`config.mk`:
```
export PLATFORM = sky130hd
export DESIGN_NAME = rand_word_packer_flat
export DESIGN_NICKNAME = d
export VERILOG_FILES = /design/src/rtl/rand_word_packer_if.sv /design/src/rtl/rand_word_packer.sv /design/src/flat_wrapper.sv
export SDC_FILE = /design/constraint.sdc
export NUM_CORES = 1
export LEC_CHECK = 0
export ABC_AREA = 1
export BUFFER_PORTS_ARGS = -buffer_cell sky130_fd_sc_hd__buf_4
export CORE_ASPECT_RATIO = 1.75
export CORE_MARGIN = 2
export CORE_UTILIZATION = 45
export DETAILED_ROUTE_END_ITERATION = 10
export GPL_ROUTABILITY_DRIVEN = 0
export PLACE_DENSITY_LB_ADDON = 0.08
export SETUP_SLACK_MARGIN = 0.15
export SYNTH_ARGS = -nofsm -noshare
export SYNTH_HDL_FRONTEND = slang
export SYNTH_SLANG_ARGS = --single-unit
export TNS_END_PERCENT = 100
```
`constraint.sdc`:
```
create_clock -name clk -period 2.46 [get_ports clk]
set_input_delay 0.246 -clock clk [delete_from_list [all_inputs] [get_ports clk]]
set_output_delay 0.246 -clock clk [all_outputs]
set_load 0.02 [all_outputs]
```
`src/rtl/rand_word_packer_if.sv`:
```
// Bit-in / word-out bus for rand_word_packer.
// slave is the packer side, master is the driver/consumer side.
interface rand_word_packer_if #(
  parameter int WORD_BITS  = 8,
  parameter int FIFO_DEPTH = 4
) ();
  logic                          bit_in;
  logic                          bit_valid;
  logic [WORD_BITS-1:0]          word_data;
  logic                          word_valid;
  logic                          word_ready;
  logic [$clog2(FIFO_DEPTH):0]   fill_level;
  logic                          overflow;
  logic                          overflow_clr;

  modport slave (
    input  bit_in, bit_valid, word_ready, overflow_clr,
    output word_data, word_valid, fill_level, overflow
  );

  modport master (
    output bit_in, bit_valid, word_ready, overflow_clr,
    input  word_data, word_valid, fill_level, overflow
  );
endinterface

```
`src/rtl/rand_word_packer.sv`:
```
// Packs a serial random bit stream MSB-first into words and queues them in a show-ahead FIFO.
// Optional von Neumann debias front end: define RAND_WORD_PACKER_DEBIAS_EN.
module rand_word_packer #(
  parameter int WORD_BITS  = 8,
  parameter int FIFO_DEPTH = 4
) (
  input  logic                  clk,
  input  logic                  rst_n,
  rand_word_packer_if.slave     bus
);
  localparam int CW = $clog2(WORD_BITS);
  localparam int PW = $clog2(FIFO_DEPTH);
  localparam int LW = PW + 1;

  logic [WORD_BITS-1:0] mem_r [FIFO_DEPTH];
  logic [WORD_BITS-1:0] shreg_r;
  logic [WORD_BITS-1:0] word_nx_s;
  logic [WORD_BITS-1:0] word_data_r;
  logic [CW-1:0]        bit_cnt_r;
  logic [PW-1:0]        wr_ptr_r;
  logic [PW-1:0]        rd_ptr_r;
  logic [PW-1:0]        rd_nx_s;
  logic [LW-1:0]        fill_r;
  logic [LW-1:0]        fill_nx_s;
  logic                 word_valid_r;
  logic                 overflow_r;
  logic                 feed_valid_s;
  logic                 feed_bit_s;
  logic                 complete_s;
  logic                 push_s;
  logic                 pop_s;
  logic                 drop_s;

`ifdef RAND_WORD_PACKER_DEBIAS_EN
  localparam logic [0:0] ST_IDLE       = 1'b0;
  localparam logic [0:0] ST_HAVE_FIRST = 1'b1;

  logic [0:0] state_r;
  logic       first_r;

  // Unequal pairs emit their first bit (10 -> 1, 01 -> 0); equal pairs emit nothing.
  always_comb begin
    feed_valid_s = 1'b0;
    feed_bit_s   = first_r;
    case (state_r)
      ST_IDLE:       feed_valid_s = 1'b0;
      ST_HAVE_FIRST: feed_valid_s = bus.bit_valid && (first_r != bus.bit_in);
      default:       feed_valid_s = 1'b0;
    endcase
  end

  // Debias pairing FSM.
  always_ff @(posedge clk or negedge rst_n) begin
    if (!rst_n) begin
      state_r <= ST_IDLE;
      first_r <= 1'b0;
    end else if (bus.bit_valid) begin
      case (state_r)
        ST_IDLE: begin
          first_r <= bus.bit_in;
          state_r <= ST_HAVE_FIRST;
        end
        ST_HAVE_FIRST: state_r <= ST_IDLE;
        default:       state_r <= ST_IDLE;
      endcase
    end else begin
      state_r <= state_r;
    end
  end
`else
  assign feed_valid_s = bus.bit_valid;
  assign feed_bit_s   = bus.bit_in;
`endif

  assign word_nx_s  = {shreg_r[WORD_BITS-2:0], feed_bit_s};
  assign complete_s = feed_valid_s && (bit_cnt_r == CW'(WORD_BITS - 1));
  assign pop_s      = word_valid_r && bus.word_ready;
  // A full FIFO still accepts the new word when the head leaves on the same edge.
  assign push_s     = complete_s && ((fill_r != LW'(FIFO_DEPTH)) || pop_s);
  assign drop_s     = complete_s && !push_s;

  // Next occupancy and read pointer, shared by the FIFO and the registered head.
  always_comb begin
    fill_nx_s = fill_r;
    rd_nx_s   = rd_ptr_r;
    case ({push_s, pop_s})
      2'b10:   fill_nx_s = fill_r + LW'(1);
      2'b01:   fill_nx_s = fill_r - LW'(1);
      default: fill_nx_s = fill_r;
    endcase
    if (pop_s) begin
      rd_nx_s = rd_ptr_r + PW'(1);
    end else begin
      rd_nx_s = rd_ptr_r;
    end
  end

  // Serial assembler.
  always_ff @(posedge clk or negedge rst_n) begin
    if (!rst_n) begin
      shreg_r   <= '0;
      bit_cnt_r <= '0;
    end else if (feed_valid_s) begin
      shreg_r <= word_nx_s;
      if (complete_s) begin
        bit_cnt_r <= '0;
      end else begin
        bit_cnt_r <= bit_cnt_r + CW'(1);
      end
    end else begin
      shreg_r   <= shreg_r;
      bit_cnt_r <= bit_cnt_r;
    end
  end

  // FIFO storage, pointers, occupancy and registered show-ahead head.
  always_ff @(posedge clk or negedge rst_n) begin
    if (!rst_n) begin
      for (int i = 0; i < FIFO_DEPTH; i++) begin
        mem_r[i] <= '0;
      end
      wr_ptr_r     <= '0;
      rd_ptr_r     <= '0;
      fill_r       <= '0;
      word_valid_r <= 1'b0;
      word_data_r  <= '0;
    end else begin
      if (push_s) begin
        mem_r[wr_ptr_r] <= word_nx_s;
        wr_ptr_r        <= wr_ptr_r + PW'(1);
      end else begin
        wr_ptr_r <= wr_ptr_r;
      end
      rd_ptr_r     <= rd_nx_s;
      fill_r       <= fill_nx_s;
      word_valid_r <= (fill_nx_s != LW'(0));
      // The new word can only become head when it lands in an empty FIFO.
      if (fill_nx_s == LW'(0)) begin
        word_data_r <= word_data_r;
      end else if (push_s && (wr_ptr_r == rd_nx_s)) begin
        word_data_r <= word_nx_s;
      end else begin
        word_data_r <= mem_r[rd_nx_s];
      end
    end
  end

  // Sticky overflow; a drop outranks a coincident clear.
  always_ff @(posedge clk or negedge rst_n) begin
    if (!rst_n) begin
      overflow_r <= 1'b0;
    end else if (drop_s) begin
      overflow_r <= 1'b1;
    end else if (bus.overflow_clr) begin
      overflow_r <= 1'b0;
    end else begin
      overflow_r <= overflow_r;
    end
  end

  assign bus.word_data  = word_data_r;
  assign bus.word_valid = word_valid_r;
  assign bus.fill_level = fill_r;
  assign bus.overflow   = overflow_r;
endmodule

```
`src/flat_wrapper.sv`:
```
// flat-port wrapper written by rule: the top's interface ports become plain ports
module rand_word_packer_flat 
#(
  parameter int WORD_BITS  = 8,
  parameter int FIFO_DEPTH = 4
)
  (clk, rst_n, bus_bit_in, bus_bit_valid, bus_word_ready, bus_overflow_clr, bus_word_data, bus_word_valid, bus_fill_level, bus_overflow);
  rand_word_packer_if #(.WORD_BITS(WORD_BITS), .FIFO_DEPTH(FIFO_DEPTH)) bus_i ();
  input  logic clk;
  input  logic rst_n;
  input wire logic [$bits(bus_i.bit_in)-1:0] bus_bit_in;
  input wire logic [$bits(bus_i.bit_valid)-1:0] bus_bit_valid;
  input wire logic [$bits(bus_i.word_ready)-1:0] bus_word_ready;
  input wire logic [$bits(bus_i.overflow_clr)-1:0] bus_overflow_clr;
  output wire logic [$bits(bus_i.word_data)-1:0] bus_word_data;
  output wire logic [$bits(bus_i.word_valid)-1:0] bus_word_valid;
  output wire logic [$bits(bus_i.fill_level)-1:0] bus_fill_level;
  output wire logic [$bits(bus_i.overflow)-1:0] bus_overflow;
  assign bus_i.bit_in = bus_bit_in;
  assign bus_i.bit_valid = bus_bit_valid;
  assign bus_i.word_ready = bus_word_ready;
  assign bus_i.overflow_clr = bus_overflow_clr;
  assign bus_word_data = bus_i.word_data;
  assign bus_word_valid = bus_i.word_valid;
  assign bus_fill_level = bus_i.fill_level;
  assign bus_overflow = bus_i.overflow;
  rand_word_packer #(.WORD_BITS(WORD_BITS), .FIFO_DEPTH(FIFO_DEPTH)) u_core (.clk(clk), .rst_n(rst_n), .bus(bus_i));
endmodule
```
==> reports/summary.md <==
* **outcome** finished with violations
* **violated checks** negative hold slack
* **global route total overflow** 0
* **sequence of cells on the critical path** ha_1 > ha_2 > nand2_2 > inv_2 > nor2_4 > fa_2 > inv_1 > nand2_1 > nand2_4 > buf_4 > nand4_1 > nand2_1
* **RSZ-0062 raised after global routing** no
* **number of library cell types mapped by synthesis** 29
* **reg-to-reg startpoint** u_core.bit_cnt_r[0]
* **Max IR drop VDD** 0.645 mV
* **Synth Net Count** 365
* **average wire length per cell after detail routing** 15.5 um
* **wire length of the first global-routing pass** 11900 um
* **final hold slack** -0.00809 ns
* **most frequent cell after synthesis** nand2_1
* **Final Max Slew Viols** 0
* **Rel. slew slack** 48.1%
* **Synth area leaders** dfrtp_1 (49%), nand2_1 (15%), nand3_1 (5.3%)
* **maximum clock skew at final layout** 0.00507 ns
* **capturing element type of the critical path** flip-flop
* **TritonCTS sink count** 59
* **flip-flop cell with the highest count after synthesis** dfrtp_1
* **Static Leak** 1.80 nW
* **Critical Path Most Common Cell** nand2_1
* **Synth top cells by count** nand2_1 (123), dfrtp_1 (59), inv_1 (32), nand3_1 (32), o21ai_1 (32)
* **worst path required time** 2.72 ns
* **utilization of the core after routing** 54.6%
* **clock-pin transition on the worst setup and hold timing paths** 0.05 ns
* **PortBufs** 18
* **Power Dens Cells** 1380 mW/mm2
* **launching instance or port of the critical path** u_core.bit_cnt_r[0]
* **count of flip-flops with a built-in enable after synthesis** 0
* **max-capacitance violation count** 0
* **Synth Area per Inst** 8.51 um2
* **Peak Freq** 0.457 GHz
* **total number of yosys warnings** 0
* **FF-to-FF path depth** 12
* **overall routed net length** 7240 um
* **number of instances in the synthesized netlist** 352
* **start-to-end type of the worst setup path** flip-flop to flip-flop
* **synth-to-layout area growth** 18.3%
* **Seq/Total Area, Yosys** 49.3%
* **Setup violations, final** 0
* **total inserted antenna cells** 0
* **starting density of the core** 46.1%
* **pin slew with the least headroom to its limit** 0.778 ns
* **maximum number of pins on one net before global-route repair** 60
* **final non-filler cell area** 0.00354 mm2
* **routed via count** 2384
* **fraction of post-synthesis cell area in the top cell type by area** 49.3%
* **worst-path cell with the longest stage delay** fa_2
* **Period minus WS final** 2.19 ns
* **setup TNS** 0 ns
* **buffer depth of the longest clock path** 2
* **Max H-tree Level** 3
* **net count reported at finish** 392
* **worst stage delay on the critical path** 0.45 ns
* **synthesized cell area** 0.00299 mm2
* **type of element launching the critical path** flip-flop
* **global routing usage summed across all routing layers** 22.2%
* **Period Utilization, post-route** 89.0%
* **register bit count reported by yosys** 59
* **worst-skew pair later-pin latency** 0.33 ns
* **CTS root buf** clkbuf_16
* **number of design-rule violations left by the first detailed-router iteration** 111
* **fraction of synthesis flops using an asynchronous set or reset pin** 100%
* **Final Instance Count excl. Fillers** 466
* **Synth area leader** dfrtp_1
* **initial antenna violation count** 0
* **fraction of layout instances using a drive strength above 1** 18.0%
* **DRC errors left** 0
* **endpoints failing hold** 12
* **TritonCTS clock tree** built
* **floorplan die width** 65.7 um
* **maximum fanout along the worst path** 8
* **placed cell area** 0.00319 mm2
* **floorplan row count** 39
* **area of the die** 0.00735 mm2
* **vias per inst** 5.12
* **vias in the first global route** 2439
* **data arrival time at the worst-slack endpoint** 2.45 ns
* **total placed cells including tap cells** 444
* **register-to-register setup slack** 0.27 ns
* **Die Y-Extent** 112 um
* **Core Region** 0.00649 mm2
* **count of TritonRoute iterations in the first routing pass** 4
* **worst min-delay path class** primary input to asynchronous set/reset pin
* **count of boundary I/O pins** 19
* **residual antenna-violating net count after detailed routing** 0
* **sum of net half-perimeters after detailed placement** 4970 um
* **TritonCTS buffer count** 9
metal layers:
metal  GRT usage, %  vias to the layer above  wire, um
met5              0                        -         0
met1           23.8                     1157      2840
met2           39.3                       28      3990
met3           5.45                       12       177
met4           11.0                        0       225
li1               -                     1187         -
cell usage in the layout, fill, tap and decap left out, types with 5 or more instances in the layout:
cell	instances
nand2_1	122
nand2_2	5
o21ai_1	32
nand3b_1	8
nand3_1	32
nand2_4	9
inv_1	32
o21ai_0	9
ha_1	5
nand4_1	10
buf_4	25
clkbuf_16	9
dfrtp_1	59
power breakdown:
part,internal (mW),total [mW],switching [mW]
Combinational,0.770,2.13,1.36
Sequential,1.32,1.56,0.241
Clock,0.789,1.20,0.408
Total,2.88,4.89,2.01
per-stage QoR:
step	power, mW	setup slack (ns)
global placement	3.52	0.323
global route	5.29	0.155
detailed placement	3.57	0.243
floorplan	3.03	0.457
CTS	4.79	0.232
finish	4.89	0.271
area by class of cell:
type | count | area (um2)
Timing Repair Buffer | 25 | 188
Tap cell | 82 | 103
Clock buffer | 15 | 288
Clock inverter | 1 | 5.00
Inverter | 37 | 143
Fill cell | 612 | 2950
Sequential cell | 59 | 1480
Multi-Input combinational cell | 247 | 1340
worst max-delay path, delay by kind of cell (launching register included):
| kind | cells | cell delay, ns |
|---|---|---|
| adder cells (fa/ha/maj) | 3 | 0.83 |
| buffers and inverters | 3 | 0.27 |
| flip-flops | 1 | 0.39 |
| AND/OR/NAND/NOR | 6 | 0.63 |
path summary, 6_finish.rpt:
path / to
worst max register to register: u_core.bus.word_data[7]
worst max-delay path: u_core.bus.word_data[7]
worst min-delay path: u_core.mem_r[12]
max in group asynchronous: u_core.bus.word_data[3]
worst min register to register: u_core.mem_r[2]
min in group clk: u_core.bus.overflow
flip-flops by register name, indices dropped and copies added (netlist names), 2 cells and up:
register	count
u_core.bit_cnt_r	3
u_core.bus.fill_level	3
u_core.bus.word_data	8
u_core.mem_r	32
u_core.rd_ptr_r	2
u_core.shreg_r	7
u_core.wr_ptr_r	2
logic make-up after synthesis:
kind of cell	Yosys count	synth area share, %
AO/OA/AOI/OAI	44	7.40
XOR/XNOR	1	0.293
adder cells (fa/ha/maj)	7	3.18
buffers and inverters	47	6.73
flip-flops	59	49.3
multiplexers	1	0.376
AND/OR/NAND/NOR	193	32.7
timing repair:
| action | CTS | global route |
|---|---|---|
| gates resized for setup | 0 | 4 |
| setup endpoints to repair | 0 | 8 |
| setup buffers | 0 | 5 |
| hold buffers | 0 | 0 |
Power figures use the tool's default switching activity.
